### src/rtl/ex_div_unit.sv
// Iterative radix-2 restoring divider for div/divu: one result per 33 cycles,
// quotient on the lo path and remainder on the hi path.
module ex_div_unit #(
    parameter int unsigned WIDTH = 32
) (
    input  logic             clk,
    input  logic             rst,
    input  logic             flush,
    input  logic             start,
    input  logic             signed_div,
    input  logic [WIDTH-1:0] dividend,
    input  logic [WIDTH-1:0] divisor,
    output logic             stallreq,
    output logic             busy,
    output logic             done,
    output logic [WIDTH-1:0] quotient,
    output logic [WIDTH-1:0] remainder,
    output logic             div_zero
);

    localparam int unsigned CNT_W = 6;
    localparam int unsigned SR_W  = 2 * WIDTH + 1;

    typedef enum logic [1:0] {
        S_IDLE   = 2'd0,
        S_ZERO   = 2'd1,
        S_RUN    = 2'd2,
        S_FINISH = 2'd3
    } state_e;

    state_e             state_q, state_d;
    logic [CNT_W-1:0]   cnt_q, cnt_d;
    logic [SR_W-1:0]    sr_q, sr_d;
    logic [WIDTH-1:0]   div_q, div_d;
    logic               quo_neg_q, quo_neg_d;
    logic               rem_neg_q, rem_neg_d;
    logic               busy_q, busy_d;
    logic               done_q, done_d;
    logic [WIDTH-1:0]   quo_q, quo_d;
    logic [WIDTH-1:0]   rem_q, rem_d;
    logic               dz_q, dz_d;
    logic               stall_c;

    logic [SR_W-1:0]    sr_shift;
    logic [SR_W-1:0]    sr_step;
    logic [WIDTH-1:0]   a_abs;
    logic [WIDTH-1:0]   b_abs;
    logic [WIDTH-1:0]   step_quo;
    logic [WIDTH-1:0]   step_rem;

    // Operand magnitudes; the most negative value maps onto itself as unsigned.
    always_comb begin
        a_abs = (signed_div && dividend[WIDTH-1]) ? (WIDTH'(0) - dividend) : dividend;
        b_abs = (signed_div && divisor[WIDTH-1])  ? (WIDTH'(0) - divisor)  : divisor;
    end

    // One restoring step on {rem, quo}.
    always_comb begin
        sr_shift = sr_q << 1;
        sr_step  = sr_shift;
        if (sr_shift[SR_W-1:WIDTH] >= {1'b0, div_q}) begin
            sr_step[SR_W-1:WIDTH] = sr_shift[SR_W-1:WIDTH] - {1'b0, div_q};
            sr_step[0]            = 1'b1;
        end
        step_quo = sr_step[WIDTH-1:0];
        step_rem = sr_step[2*WIDTH-1:WIDTH];
    end

    always_comb begin
        state_d   = state_q;
        cnt_d     = cnt_q;
        sr_d      = sr_q;
        div_d     = div_q;
        quo_neg_d = quo_neg_q;
        rem_neg_d = rem_neg_q;
        done_d    = 1'b0;
        quo_d     = quo_q;
        rem_d     = rem_q;
        dz_d      = dz_q;
        stall_c   = 1'b0;

        unique case (state_q)
            S_IDLE: begin
                if (start && !flush) begin
                    stall_c = 1'b1;
                    if (divisor == '0) begin
                        state_d = S_ZERO;
                        quo_d   = '1;
                        rem_d   = dividend;
                        dz_d    = 1'b1;
                        done_d  = 1'b1;
                    end else begin
                        state_d   = S_RUN;
                        sr_d      = {{(WIDTH + 1){1'b0}}, a_abs};
                        div_d     = b_abs;
                        quo_neg_d = signed_div & (dividend[WIDTH-1] ^ divisor[WIDTH-1]);
                        rem_neg_d = signed_div & dividend[WIDTH-1];
                        cnt_d     = '0;
                    end
                end
            end
            S_ZERO: begin
                state_d = S_IDLE;
            end
            S_RUN: begin
                stall_c = 1'b1;
                sr_d    = sr_step;
                cnt_d   = cnt_q + CNT_W'(1);
                if (cnt_q == CNT_W'(WIDTH - 1)) begin
                    state_d = S_FINISH;
                    quo_d   = quo_neg_q ? (WIDTH'(0) - step_quo) : step_quo;
                    rem_d   = rem_neg_q ? (WIDTH'(0) - step_rem) : step_rem;
                    dz_d    = 1'b0;
                    done_d  = 1'b1;
                end
            end
            S_FINISH: begin
                state_d = S_IDLE;
            end
            default: begin
                state_d = S_IDLE;
            end
        endcase

        // Flush annuls the operation and any completion it would have produced.
        if (flush) begin
            state_d = S_IDLE;
            done_d  = 1'b0;
            quo_d   = quo_q;
            rem_d   = rem_q;
            dz_d    = dz_q;
        end

        busy_d = (state_d != S_IDLE);
    end

    always_ff @(posedge clk or negedge rst) begin
        if (!rst) begin
            state_q   <= S_IDLE;
            cnt_q     <= '0;
            sr_q      <= '0;
            div_q     <= '0;
            quo_neg_q <= 1'b0;
            rem_neg_q <= 1'b0;
            busy_q    <= 1'b0;
            done_q    <= 1'b0;
            quo_q     <= '0;
            rem_q     <= '0;
            dz_q      <= 1'b0;
        end else begin
            state_q   <= state_d;
            cnt_q     <= cnt_d;
            sr_q      <= sr_d;
            div_q     <= div_d;
            quo_neg_q <= quo_neg_d;
            rem_neg_q <= rem_neg_d;
            busy_q    <= busy_d;
            done_q    <= done_d;
            quo_q     <= quo_d;
            rem_q     <= rem_d;
            dz_q      <= dz_d;
        end
    end

    // The accept term is combinational so the stall lands in the request cycle.
    assign stallreq  = rst & stall_c;
    assign busy      = busy_q;
    assign done      = done_q;
    assign quotient  = quo_q;
    assign remainder = rem_q;
    assign div_zero  = dz_q;

endmodule

### config.mk
export PLATFORM = sky130hd
export DESIGN_NAME = ex_div_unit
export DESIGN_NICKNAME = d
export VERILOG_FILES = /design/src/rtl/ex_div_unit.sv
export SDC_FILE = /design/constraint.sdc
export NUM_CORES = 1
export LEC_CHECK = 0
export CAP_MARGIN = 10
export CORE_UTILIZATION = 58
export CTS_CLUSTER_SIZE = 8
export DETAILED_ROUTE_END_ITERATION = 16
export PLACE_DENSITY = 0.82
export SLEW_MARGIN = 25
export SYNTH_ARGS = -nofsm -noshare
export SYNTH_HDL_FRONTEND = slang
export SYNTH_SLANG_ARGS = --single-unit
export TNS_END_PERCENT = 50
### constraint.sdc
create_clock -name clk -period 6.8 [get_ports clk]
set_input_delay 1.36 -clock clk [delete_from_list [all_inputs] [get_ports clk]]
set_output_delay 1.36 -clock clk [all_outputs]
set_load 0.01 [all_outputs]
==> results.py, run 1 <==
metrics = {
    "placed_design": {
        "place.gp.congestion": 0.943,
        "placed_cells": 1847,
        "dp_hpwl_um": 23700,
        "io_buffer_count": 136,
        "placed_area_mm2": 0.0135,
    },
    "die": {
        "fp-row-count": 52,
        "coreArea_mm2": 0.0202,
        "die-area_mm2": 0.0212,
        "start_util_pct": 59.2,
        "io-pin-count": 137,
        "die_h_um": 146,
        "die_x_um": 146,
    },
    "run_status": {
        "outcome": "finished clean",
    },
    "min_path": {
        "min_path_cells": 2,
        "min_path_type": "register to register",
    },
    "grt": {
        "antenna_found_initial": 0,
        "grt_max_degree": 89,
        "grt_pass1_vias": 10588,
        "grt_pass1_wl_um": 52900,
        "grt_overflow": 0,
        "grt_usage_pct": 30.8,
    },
    "synth": {
        "yosysWarnings": 0,
        "ys_types": 71,
        "synthSimpleGateAreaFrac_pct": 20.7,
        "synthXorXnorAreaFrac_pct": 9.42,
        "synth-seq-area-share_pct": 36.1,
        "yosysMostFrequentCell": "nand2_1",
        "ys_async_sr_fraction_pct": 100,
        "netlist_area_mm2": 0.0120,
        "synth_fa_ha_area_share_pct": 4.03,
        "synth_area_leaders": "dfrtp_1 36%, a21oi_1 7.0%, o21ai_0 6.8%, nand2_1 6.2%, xor2_1 5.3%",
        "ys_ff_latch": 173,
        "netlist.area_leader.share_pct": 36.1,
        "ys.flop_type": "dfrtp_1",
        "synth_edf_count": 0,
        "synth_compound_area_share_pct": 23.3,
        "synth_top_family_by_area": "compound AO/OA/AOI/OAI gates",
        "synth_area_per_cell_um2": 7.95,
        "synth.area.mux_share_pct": 2.02,
        "synth_area_leader_cell": "dfrtp_1",
        "synth_cells": 1507,
        "netlist_top_cells_count": "198 x nand2_1, 173 x dfrtp_1, 167 x a21oi_1",
        "synth_nets": 1614,
    },
    "worst_setup_path": {
        "reg2regPathDepth": 18,
        "critPathKind": "register to register",
        "critPathMaxStageDelay_ns": 0.58,
        "slowest_stage": "dfrtp_1",
        "worstPathRequired_ns": 7.15,
        "cp.arrival_ns": 5.31,
        "crit_path_end_kind": "register",
        "path_cells": "inv_1 > ha_1 > nand2b_1 > a21o_1 > a2111o_1 > a211oi_2 > or3_1 > buf_4 > nand2_1 > o21ai_0 > ha_1 > nand3_1 > nor4_1 > a31oi_1 > o41ai_1 > xor2_1 > nand2_1 > a31oi_1",
        "crit_fanout": 46,
        "startpoint_type": "register",
        "rrSetupSlack_ns": 1.84,
    },
    "timing": {
        "max-slew-margin-rel_pct": 37.8,
        "holdWs_ns": 0.486,
        "skew_ns": 0.0102,
        "setup_viol": 0,
        "tightestPinTransition_ns": 0.921,
        "hold_viol": 0,
        "fmaxAchievable_ghz": 0.202,
        "final_max_slew_viol_count": 0,
        "post-route-period-util_pct": 73.0,
        "rsz0062_at_grt": "no",
        "setup_tns_ns": 0,
        "finalCriticalPeriod_ns": 4.96,
    },
    "drt": {
        "dr_total_vias": 11267,
        "drtPass1Iterations": 5,
        "ant_nets": 0,
        "via_per_inst": 6.00,
        "drc": 0,
        "wl_per_cell_um": 16.9,
        "drt_iter0_markers": 741,
        "drt_wl_total_um": 31700,
    },
    "run": {
        "maxCapViolCount": 0,
    },
    "power": {
        "p_per_area_mw_per_mm2": 356,
        "ir_worst_vdd_uv": 210,
        "leakage_nw": 6.05,
    },
    "clock_tree": {
        "cts.clk_slew.worst_paths_ns": 0.07,
        "insertion_delay_ns": 0.43,
        "cts_buffers": 17,
        "hold_buffers": 0,
        "cts.repair.resized": 0,
        "cts_buffer_depth": 2,
        "cts_max_level": 4,
        "clock_sinks": 173,
        "cts_tree": "done",
        "cts_root_buf": "clkbuf_16",
        "cts_setup_buffers": 0,
    },
    "cells_and_area": {
        "layout.nets": 1703,
        "instances_no_fill": 1878,
        "diodes": 0,
        "finalInstanceArea_mm2": 0.0141,
        "final_layout_size_suffix_gt1_share_pct": 4.54,
        "syn_to_final_growth_pct": 17.7,
    },
}
## sequential cells by signal, summed over array words and instances, names as in the netlist
name,flops
done,1
state_q,2
rem_neg_q,1
busy,1
quotient,32
remainder,32
sr_q,64
quo_neg_q,1
cnt_q,6
div_zero,1
div_q,32
## cells by family after synthesis
logic type      after synthesis
xor+xnor                    129
buf+inv                     137
fa+ha+maj                    38
simple gates                532
flops                       173
mux                          24
compound gates              474
## power by group
part / internal, mW / switching [mW]
clock network: 0.488 / 0.466
logic: 1.02 / 1.65
registers: 1.18 / 0.212
## area by class of cell
cell class / instances / area, um2
inverter: 56 / 210
multi-input combinational: 1197 / 7170
clock inverter: 14 / 151
tap: 270 / 338
timing repair buffer: 151 / 1490
clock buffer: 17 / 425
fill: 1615 / 6130
sequential: 173 / 4330
## cell usage in the layout, fill, tap and decap left out, types with 4 or more instances in the layout
cell type	count
a211oi_1	8
a21o_1	12
a21oi_1	167
a22o_1	7
a31oi_1	26
and2_0	4
and2_1	6
and3_1	17
buf_4	14
clkbuf_16	17
clkdlybuf4s50_1	135
clkinv_4	4
dfrtp_1	173
ha_1	37
inv_1	53
mux2i_1	22
nand2_1	198
nand2b_1	9
nand3_1	21
nand4_1	15
nor2_1	148
nor2b_1	6
nor3_1	21
nor3b_1	8
nor4_1	19
o211ai_1	5
o21a_1	12
o21ai_0	164
o31a_1	4
o31ai_1	24
o41ai_1	14
or2_2	5
or3_1	26
or4_1	10
xnor2_1	56
xor2_1	73
## layer usage
layer | vias to the layer above | wire length (um) | part of all wire (%) | global-route usage, %
met4 | 0 | 808 | 2.5 | 10.8
met1 | 5257 | 14000 | 44 | 41.6
met5 | - | 0 | 0 | 0
met3 | 53 | 2030 | 6.4 | 4.39
met2 | 405 | 14900 | 47 | 50.7
li1 | 5552 | - | - | -
## critical path: cells and delay by family, from the launching register on
kind	cells	cell delay, ns
AOI/OAI and AO/OA	7	2.08
and+or+nand+nor	6	0.95
DFF	1	0.58
buffers and inverters	2	0.57
adders and majority gates	2	0.49
xor gates and xnor gates	1	0.19
## metrics by stage
stage | worst slack [ns] | power, mW | utilization, %
3_3_place_gp | 1.78 | 3.95 | 66.9
3_5_place_dp | 1.63 | 4.02 | 66.9
5_1_grt | 1.51 | 5.39 | 69.7
2_1_floorplan | 2.10 | 3.36 | -
4_1_cts | 1.91 | 4.98 | 69.7
6_report | 1.84 | 5.02 | 69.7
## worst paths after layout
kind | start | to
hold / removal | remainder[1] | remainder[1]
min in group asynchronous | rst | quotient[0]
setup / recovery | sr_q[31] | remainder[18]
hold reg to reg | remainder[1] | remainder[1]
max in group asynchronous | rst | sr_q[60]
setup reg to reg | sr_q[31] | remainder[18]
Power figures use the tool's default switching activity.
==> inputs of run 2 (changes only) <==
- clock period: 6.8 -> 4.75 ns (I/O delays scaled with it)
==> run 2 against run 1 <==
Hold slack got worse by 0.011 ns. Worst setup slack got worse by 1.5 ns. Total power increased by 51%. Combinational power increased by 58%. Sequential power increased by 42%. Critical endpoint is now quotient[20]. Highest routed layer unchanged.
==> results.py, run 2 (same netlist as run 1, synthesis figures left out) <==
metrics = {
    "power": {
        "p_per_area_mw_per_mm2": 526,
        "leakage_nw": 6.23,
        "finalPower_mw": 7.59,
        "ir_worst_vdd_uv": 354,
    },
    "clock_tree": {
        "cts_tree": "done",
        "cts_max_level": 4,
        "cts_buffer_depth": 2,
        "cts_buffers": 17,
        "cts_root_buf": "clkbuf_16",
        "insertion_delay_ns": 0.44,
        "clock_sinks": 173,
        "cts.clk_slew.worst_paths_ns": 0.07,
    },
    "grt": {
        "antenna_found_initial": 1,
        "met3_usage_pct": 3.35,
        "grt_usage_pct": 32.4,
        "grt_max_degree": 75,
        "met2_usage_pct": 53.3,
        "grt-busiest-layer": "met2",
        "grt_overflow": 0,
        "grtUsageMet1_pct": 44.8,
        "grt_pass1_vias": 10739,
        "grt_pass1_wl_um": 55400,
    },
    "drt": {
        "wl_per_cell_um": 17.5,
        "dr_total_vias": 11474,
        "drc": 0,
        "ant_nets": 0,
        "via_per_inst": 5.99,
        "drtPass1Iterations": 5,
        "drt_wl_total_um": 33600,
        "drt_iter0_markers": 957,
    },
    "worst_setup_path": {
        "critPathMaxStageDelay_ns": 0.56,
        "crit_path_end_kind": "register",
        "startpoint_type": "register",
        "path_cells": "ha_1 > a21oi_1 > o21ai_0 > a22oi_2 > a211oi_2 > or3_4 > inv_4 > ha_1 > nand2_1 > or4_1 > or2_2 > o41ai_1 > xor2_1 > a21oi_1",
        "worstPathRequired_ns": 5.06,
        "rrSetupSlack_ns": 0.36,
        "crit_family": "simple AND/OR/NAND/NOR gates",
        "slowest_stage": "or4_1",
        "cp.arrival_ns": 4.70,
        "reg2regPathDepth": 14,
        "crit_fanout": 9,
        "timing.rr.end": "quotient[20]",
        "crit_buf_inv": 1,
        "reg2reg_from": "sr_q[41]",
        "critPathKind": "register to register",
    },
    "placed_design": {
        "pre_cts_slack_ns": 0.0777,
        "placed_cells": 1882,
        "place.gp.congestion": 0.914,
        "dp_hpwl_um": 25400,
        "io_buffer_count": 136,
        "placed_area_mm2": 0.0138,
    },
    "die": {
        "die-area_mm2": 0.0212,
        "die_h_um": 146,
        "start_util_pct": 59.2,
        "coreArea_mm2": 0.0202,
        "io-pin-count": 137,
        "fp-row-count": 52,
        "die_x_um": 146,
    },
    "timing": {
        "tightestPinTransition_ns": 0.936,
        "setup_viol": 0,
        "fmaxAchievable_ghz": 0.228,
        "max-slew-margin-rel_pct": 37.6,
        "skew_ns": 0.0102,
        "final_max_slew_viol_count": 0,
        "fin_ws_ns": 0.357,
        "rsz0062_at_grt": "no",
        "post-route-period-util_pct": 92.5,
        "hold_viol": 0,
        "finalCriticalPeriod_ns": 4.39,
        "setup_tns_ns": 0,
        "holdWs_ns": 0.476,
    },
    "cells_and_area": {
        "register_area_mm2": 0.00433,
        "diodes": 0,
        "layout.nets": 1738,
        "final_common_cell": "nand2_1",
        "final_core_util_pct": 71.3,
        "syn_to_final_growth_pct": 20.3,
        "instances_no_fill": 1914,
        "final_cell_mix": "198 x nand2_1, 173 x dfrtp_1, 167 x a21oi_1",
        "finalInstanceArea_mm2": 0.0144,
        "final_layout_size_suffix_gt1_share_pct": 6.87,
        "multi_input_area_mm2": 0.00719,
        "largest-register": "sr_q",
        "largest_reg_flops": 64,
        "num-fill-cells": 1597,
    },
    "min_path": {
        "min_path_type": "primary input to asynchronous set/reset pin",
    },
    "run": {
        "maxCapViolCount": 0,
    },
    "run_status": {
        "outcome": "finished clean",
    },
}
run 2: worst max path at each step:
| stage | start | endpoint | slack, ns | cells after the start |
|---|---|---|---|---|
| after global routing | sr_q[42] | remainder[18] | 0.09 | 15 |
| final | sr_q[41] | quotient[20] | 0.36 | 14 |
| after CTS | sr_q[41] | remainder[30] | 0.21 | 16 |
| after floorplan | sr_q[37] | remainder[30] | 0.05 | 20 |
| after detailed placement | divisor[7] | sr_q[31] | 0.08 | 11 |
| after global placement | divisor[7] | sr_q[31] | 0.16 | 11 |
run 2: per-layer routing:
metal  vias up  share of wire, %  routed length, um
met5         -                 0                  0
met4         0               2.2                748
met3        44               5.6               1880
met2       426                47              15900
met1      5398                45              15100
li1       5606                 -                  -
run 2: timing repair:
| item | 4_1_cts | 5_1_grt |
|---|---|---|
| hold buffers | 0 | 0 |
| gates resized for setup | 0 | 5 |
| buffers inserted | 0 | 0 |
| setup endpoints to repair | 0 | 5 |
run 2: layout make-up:
class                           instances  share of cell area, %
Multi-Input combinational cell       1197                   49.9
Sequential cell                       173                   30.0
Timing Repair Buffer                  186                   12.2
Clock buffer                           18                   3.04
Tap cell                              270                   2.34
Inverter                               56                   1.47
Clock inverter                         14                   1.04
run 2: power by group:
part	switching (mW)	internal [mW]	total (mW)
Combinational	2.54	1.69	4.22
Clock	0.687	0.716	1.40
Sequential	0.275	1.69	1.97
